<file path="src/rtl/udp_tx_pkt_reader.sv">
// udp_tx_pkt_reader
// Drains the UDP TX byte FIFO in fixed-size payload packets and hands them
// to the UDP/IP TX engine with a req/grant handshake, then streams one byte
// per cycle with tx_valid/tx_last.
// Optional build macro: UDP_TX_TIMEOUT_FLUSH_EN flushes a partial packet
// after TIMEOUT_CYCLES idle cycles with residual data in the FIFO.
//
// state   | meaning
// --------+-----------------------------------------------------------
// S_IDLE  | waiting for a full packet (or a flush timeout)
// S_REQ   | tx_req held high, tx_len stable, waiting for tx_grant
// S_READ  | fifo_rd_en high for exactly tx_len cycles
// S_DRAIN | reads done, waiting for the FIFO latency to deliver tx_last
// S_GAP   | enforcing the inter-frame gap before the next request
module udp_tx_pkt_reader #(
    parameter int ADDR_WIDTH = 7,
    parameter int DATA_WIDTH = 8,
    parameter int PKT_LEN    = 64,
    parameter int RD_LATENCY = 2,
    parameter int IFG_CYCLES = 12
`ifdef UDP_TX_TIMEOUT_FLUSH_EN
    ,
    parameter int TIMEOUT_CYCLES = 1024
`endif
) (
    input  logic                  clk,
    input  logic                  rst_n,
    input  logic                  fifo_wr_en,
    input  logic                  fifo_full,
    input  logic                  fifo_empty,
    output logic                  fifo_rd_en,
    input  logic [DATA_WIDTH-1:0] fifo_rd_data,
    output logic                  tx_req,
    output logic [15:0]           tx_len,
    input  logic                  tx_grant,
    output logic                  tx_valid,
    output logic [DATA_WIDTH-1:0] tx_data,
    output logic                  tx_last,
    output logic                  underflow,
    output logic [15:0]           pkt_cnt
);

    localparam int OCC_W = ADDR_WIDTH + 1;
    localparam logic [OCC_W-1:0] OCC_MAX = OCC_W'(2 ** ADDR_WIDTH);
    localparam logic [OCC_W-1:0] OCC_PKT = OCC_W'(PKT_LEN);
    localparam int GAP_W = (IFG_CYCLES > 1) ? $clog2(IFG_CYCLES + 1) : 1;
    localparam logic [GAP_W-1:0] GAP_LOAD = (IFG_CYCLES > 0) ? GAP_W'(IFG_CYCLES - 1) : '0;

    typedef enum logic [2:0] {
        S_IDLE  = 3'd0,
        S_REQ   = 3'd1,
        S_READ  = 3'd2,
        S_DRAIN = 3'd3,
        S_GAP   = 3'd4
    } state_t;

    state_t                 state_q;
    state_t                 state_d;
    logic [OCC_W-1:0]       occ;
    logic [15:0]            len_q;
    logic [15:0]            rd_cnt;
    logic [GAP_W-1:0]       gap_cnt;
    logic [RD_LATENCY-1:0]  valid_pipe;
    logic [RD_LATENCY-1:0]  last_pipe;
    logic                   wr_acc;
    logic                   final_rd;
    logic                   full_ready;
    logic                   timeout;

    assign wr_acc     = fifo_wr_en & ~fifo_full;
    assign full_ready = (occ >= OCC_PKT);
    assign fifo_rd_en = (state_q == S_READ);
    assign tx_req     = (state_q == S_REQ);
    assign tx_len     = len_q;
    assign final_rd   = fifo_rd_en && (rd_cnt == 16'd1);
    assign tx_valid   = valid_pipe[RD_LATENCY-1];
    assign tx_last    = last_pipe[RD_LATENCY-1];
    // Read data only shows on the bus while it is qualified, so reset leaves it at 0.
    assign tx_data    = tx_valid ? fifo_rd_data : '0;

`ifdef UDP_TX_TIMEOUT_FLUSH_EN
    localparam int TO_W = $clog2(TIMEOUT_CYCLES + 1);
    logic [TO_W-1:0] idle_cnt;
    logic            idle_run;

    // The idle timer only runs while a partial packet sits untouched in the FIFO.
    assign idle_run = (state_q == S_IDLE) && (occ != '0) && !full_ready && !fifo_wr_en;
    assign timeout  = idle_run && (idle_cnt == '0);

    // Idle down-counter; any write or leaving the partial condition reloads it.
    always_ff @(posedge clk or negedge rst_n) begin
        if (!rst_n) begin
            idle_cnt <= TO_W'(TIMEOUT_CYCLES - 1);
        end else if (!idle_run) begin
            idle_cnt <= TO_W'(TIMEOUT_CYCLES - 1);
        end else if (idle_cnt != '0) begin
            idle_cnt <= idle_cnt - 1'b1;
        end
    end
`else
    assign timeout = 1'b0;
`endif

    // FIFO occupancy: a simultaneous write and read cancel, count saturates at depth.
    always_ff @(posedge clk or negedge rst_n) begin
        if (!rst_n) begin
            occ <= '0;
        end else begin
            case ({wr_acc, fifo_rd_en})
                2'b10:   if (occ != OCC_MAX) occ <= occ + 1'b1;
                2'b01:   if (occ != '0) occ <= occ - 1'b1;
                default: occ <= occ;
            endcase
        end
    end

    // State register.
    always_ff @(posedge clk or negedge rst_n) begin
        if (!rst_n) begin
            state_q <= S_IDLE;
        end else begin
            state_q <= state_d;
        end
    end

    // Next-state logic; a full packet always takes priority over a flush.
    always_comb begin
        state_d = state_q;
        case (state_q)
            S_IDLE:  if (full_ready || timeout) state_d = S_REQ;
            S_REQ:   if (tx_grant) state_d = S_READ;
            S_READ:  if (final_rd) state_d = S_DRAIN;
            S_DRAIN: if (tx_last) state_d = S_GAP;
            S_GAP:   if (gap_cnt == '0) state_d = S_IDLE;
            default: state_d = S_IDLE;
        endcase
    end

    // Length is captured once on entry to REQ so later writes cannot change it.
    always_ff @(posedge clk or negedge rst_n) begin
        if (!rst_n) begin
            len_q <= '0;
        end else if (state_q == S_IDLE && state_d == S_REQ) begin
            len_q <= full_ready ? 16'(PKT_LEN) : 16'(occ);
        end
    end

    // Read down-counter: loaded at grant, terminal count 1 marks the final read.
    always_ff @(posedge clk or negedge rst_n) begin
        if (!rst_n) begin
            rd_cnt <= '0;
        end else if (state_q == S_REQ && tx_grant) begin
            rd_cnt <= len_q;
        end else if (fifo_rd_en && rd_cnt != '0) begin
            rd_cnt <= rd_cnt - 1'b1;
        end
    end

    // Inter-frame gap down-counter, loaded as tx_last leaves the block.
    always_ff @(posedge clk or negedge rst_n) begin
        if (!rst_n) begin
            gap_cnt <= '0;
        end else if (state_q == S_DRAIN && tx_last) begin
            gap_cnt <= GAP_LOAD;
        end else if (state_q == S_GAP && gap_cnt != '0) begin
            gap_cnt <= gap_cnt - 1'b1;
        end
    end

    // Delay read strobe and final-read flag to line up with the FIFO read data.
    always_ff @(posedge clk or negedge rst_n) begin
        if (!rst_n) begin
            valid_pipe <= '0;
            last_pipe  <= '0;
        end else begin
            valid_pipe[0] <= fifo_rd_en;
            last_pipe[0]  <= final_rd;
            for (int i = 1; i < RD_LATENCY; i++) begin
                valid_pipe[i] <= valid_pipe[i-1];
                last_pipe[i]  <= last_pipe[i-1];
            end
        end
    end

    // Packet counter (wraps) and sticky underflow flag.
    always_ff @(posedge clk or negedge rst_n) begin
        if (!rst_n) begin
            pkt_cnt   <= '0;
            underflow <= 1'b0;
        end else begin
            if (tx_last) pkt_cnt <= pkt_cnt + 1'b1;
            if (fifo_rd_en && fifo_empty) underflow <= 1'b1;
        end
    end

endmodule

</file>
<file path="config.mk">
export PLATFORM = sky130hd
export DESIGN_NAME = udp_tx_pkt_reader
export DESIGN_NICKNAME = d
export VERILOG_FILES = /design/src/rtl/udp_tx_pkt_reader.sv
export SDC_FILE = /design/constraint.sdc
export NUM_CORES = 1
export LEC_CHECK = 0
export BUFFER_PORTS_ARGS = -buffer_cell sky130_fd_sc_hd__buf_2
export CAP_MARGIN = 30
export CORE_MARGIN = 5
export CORE_UTILIZATION = 55
export DETAILED_ROUTE_END_ITERATION = 8
export GPL_TIMING_DRIVEN = 0
export HOLD_SLACK_MARGIN = 0.15
export PLACE_DENSITY = 0.79
export REMOVE_ABC_BUFFERS = 1
export SYNTH_ARGS = -nofsm -noshare
export SYNTH_HDL_FRONTEND = slang
export SYNTH_SLANG_ARGS = --single-unit
</file>
<file path="constraint.sdc">
create_clock -name clk -period 3.48 [get_ports clk]
set_input_delay 0.348 -clock clk [delete_from_list [all_inputs] [get_ports clk]]
set_output_delay 0.348 -clock clk [all_outputs]
set_load 0.1 [all_outputs]
</file>
==> summary.txt <==
Place
  – DP Area: 3430 um^2
  – I/O Buffers: 50
  – Hpwl dp: roughly 4700 um
  – Post-Place Worst Slack: about 0.58 ns
  – RePlAce Congestion: 0.807
  – Post-placement cell count: 425

STA
  – Unrepaired setup endpoints after global routing: no
  – TNS Setup: 0 ns
  – Maximum operating frequency: between 300 and 400 MHz
  – Final Cycle Share: approximately 84%
  – Setup Skew: around 0.0053 ns
  – Min Tclk post-route: between 2 and 3 ns
  – Hold Violations, Final: 0
  – Final setup violation count: 0
  – Slew at the pin with the worst max-slew slack: approximately 0.81 ns
  – Max-slew violation count: 0
  – Final setup margin: roughly 0.56 ns
  – Slew headroom: between 40 and 50%

Die
  – Initial Util: 56.9%
  – Num ports: between 50 and 60
  – DIE HEIGHT: roughly 85 um
  – Die W: ~85 um
  – Core box area: 5510 um^2
  – Die ar.: between 7000 and 8000 um^2
  – Number of core rows: 27

Min path
  – HP Start: fifo_empty
  – Min-Delay Path Class: primary input to flop
  – Worst hold stages: 2
  – Hold EP: underflow

Setup path
  – CP startpoint kind: flop
  – Worst Path Arrival: roughly 3.2 ns
  – Reg2reg path depth: 10
  – FF-to-FF setup slack: 0.56 ns
  – Worst EP required: around 3.7 ns
  – CP max FO: 10
  – Worst setup EP type: flop
  – Reg2Reg Capture Point: occ[6]
  – R2R Path Start: state_q[1]
  – Critical path class: flop to flop

Logic synthesis
  – Synth Warn #: 0
  – Post-Syn Area: approximately 3100 um^2
  – Syn Inst Count: approximately 310
  – Syn Area/Cell: 10.1 um^2
  – Yosys cell types: around 50
  – Number of synthesized flops with an enable pin: 0
  – Synth Register Bits: 60
  – FFs w/ async S/R, synth: 100%
  – Main synth FF type: dfrtp_1
  – Sequential fraction of the synthesis area: 47.9%

Layout
  – Layout net count: between 300 and 400
  – Area of the multi-input gates: around 1500 um^2
  – Diode count: 0
  – FILL cells: around 440
  – Layout cells sized above 1: about a fifth
  – Design Area, Final: 3680 um^2
  – Sequential Area: between 1500 and 2000 um^2
  – Finished Layout Cells: 442
  – Area grow syn2layout: 17.6%

Global route
  – First-pass GRT wire length: approximately 11000 um
  – Met1 Usage GRT: about a quarter
  – Total gr overflow: 0
  – GRT Overall Usage: a little under a fifth
  – Number of global-route vias before repair: 2453
  – Initial antenna violation count: 0
  – GRT met3 Usage: 5.63%
  – Busiest grt layer: met2
  – Met2 GRT Util: around a third
  – Largest net degree at the start of global routing: 33

CTS
  – CTS buffer count: 9
  – Worst-path clk slew: 0.07 ns
  – Clk_lat worst skew: between 0.3 and 0.4 ns
  – CTS tree: yes
  – CTS Buffer Depth: 2
  – Clk root buf: clkbuf_8
  – CTS sink cnt: 60
  – H-tree depth: 3

Drt
  – WL/cell: about 14 um
  – Drc violations: 0
  – Initial DRC Count: 150
  – Router iterations before antenna repair: 4
  – ANT nets after route: 0
  – DRT Wirelength: about 6400 um
  – Post-DR vias/cell: about 5.5
  – Via Count: 2425

Power and ir drop
  – Leak Pwr: about 1.8 nW
  – Combinational share of power: 47.3%
  – IR drop worst, VDD: about 0.69 mV
  – Sw Pwr: between 0.0015 and 0.002 W
  – Share of power burned in registers: slightly above 30%
  – Internal power: ~0.0019 W
  – Power share of the clock group: a little over a fifth
  – Switching Fraction: approximately 45%
  – PwrDens: ~900 nW/um^2

Job
  – Max cap viols: 0

Outcome
  – Status: finished clean
[logic make-up after synthesis]
group	share of synthesized area [%]
other	0.120
xor gates and xnor gates	8.95
adders and majority gates	5.83
muxes	0.679
buffers and inverters	4.47
AOI/OAI and AO/OA	10.5
DFF	47.9
and+or+nand+nor	21.5
[power groups by stage]
stage	clock network, W	logic (W)	registers [W]
5_1_grt	0.000792	0.00177	0.00108
6_report	0.000747	0.00161	0.00105
3_3_place_gp	0	0.00154	0.00105
3_5_place_dp	0	0.00160	0.00106
4_1_cts	0.000761	0.00162	0.00105
2_1_floorplan	0	0.00121	0.00113
[cells in the final DEF (no fill, tap or decap), types with 5 or more instances in the layout]
cell type,synthesis,final
clkbuf_8,0,9
or3_1,6,6
buf_2,1,50
nor3_1,7,7
nand2_1,30,30
xnor2_1,24,24
a21oi_1,10,10
xor2_1,8,8
o21ai_1,5,5
nand2b_1,6,6
nand3_1,7,7
conb_1,1,8
nand4_1,5,5
dfrtp_1,60,60
and2_1,16,16
inv_1,11,11
o21ai_0,12,12
ha_1,13,13
nor2_1,21,21
[area by class of cell]
type | instances | area share [%]
sequential | 60 | 40.8
clock inverter | 7 | 3.12
inverter | 12 | 1.22
multi-input combinational | 229 | 41.2
timing repair buffer | 53 | 7.91
clock buffer | 9 | 3.36
tap | 72 | 2.45
[timing repair]
item / 4_1_cts / 5_1_grt
hold endpoints to repair: 31 / 0
gates resized for setup: 0 / 0
buffers inserted: 0 / 0
hold buffers: 1 / 0
[Yosys cell counts (2+ instances only)]
cell / instances / area share (%)
a211oi_1: 4 / 0.96
a21o_1: 3 / 0.72
a21oi_1: 10 / 1.6
and2_1: 16 / 3.2
and3_1: 2 / 0.40
and4_1: 2 / 0.56
buf_4: 8 / 1.9
clkbuf_1: 5 / 0.60
dfrtp_1: 60 / 48
ha_1: 13 / 5.2
inv_1: 11 / 1.3
nand2_1: 30 / 3.6
nand2b_1: 6 / 1.2
nand3_1: 7 / 1.1
nand3b_1: 2 / 0.48
nand4_1: 5 / 1.0
nor2_1: 21 / 2.5
nor2b_1: 3 / 0.60
nor3_1: 7 / 1.1
nor3_2: 2 / 0.64
nor4_1: 4 / 0.80
nor4_2: 4 / 1.6
o211ai_1: 3 / 0.72
o21a_1: 3 / 0.72
o21ai_0: 12 / 1.9
o21ai_1: 5 / 0.80
o31ai_1: 2 / 0.48
or3_1: 6 / 1.2
xnor2_1: 24 / 6.7
xor2_1: 8 / 2.2
[how the worst max path moves through the flow]
stage	start	to	slack (ns)	cells after the start
finish	state_q[1]	occ[6]	0.56	10
global placement	state_q[1]	occ[6]	0.64	10
global route	state_q[1]	occ[6]	0.34	10
floorplan	state_q[1]	occ[6]	0.57	9
CTS	state_q[1]	occ[6]	0.54	10
detailed placement	state_q[1]	occ[6]	0.58	10
[metrics by stage]
stage          util (%)  total power (W)  hold WS (ns)
2_1_floorplan         -          0.00234        0.0524
3_3_place_gp       61.8          0.00259         0.334
3_5_place_dp       62.4          0.00267         0.336
4_1_cts            66.9          0.00344         0.203
5_1_grt            66.9          0.00365         0.223
6_report           66.9          0.00342         0.217
[layer usage]
metal	share of wire, %	routed length, um
met5	0	0
met4	1.3	83
met3	7.2	464
met2	47	3010
met1	44	2850
[flip-flops by register name, summed over array words and instances, names as in the netlist]
signal      flops
rd_cnt         16
occ             8
last_pipe       2
tx_len          8
gap_cnt         4
underflow       1
pkt_cnt        16
state_q         3
valid_pipe      2
[critical path, stage by stage, from the launching register on]
cell and delay [ns]:
dfrtp_1 0.49, or3b_1 0.46, inv_2 0.18, ha_1 0.35, inv_1 0.15, fa_1 0.42, nor2b_1 0.17, o31a_1 0.16
o21a_1 0.14, nor3_1 0.05, o31ai_1 0.25
No activity file was read; power rests on OpenSTA's default activity.
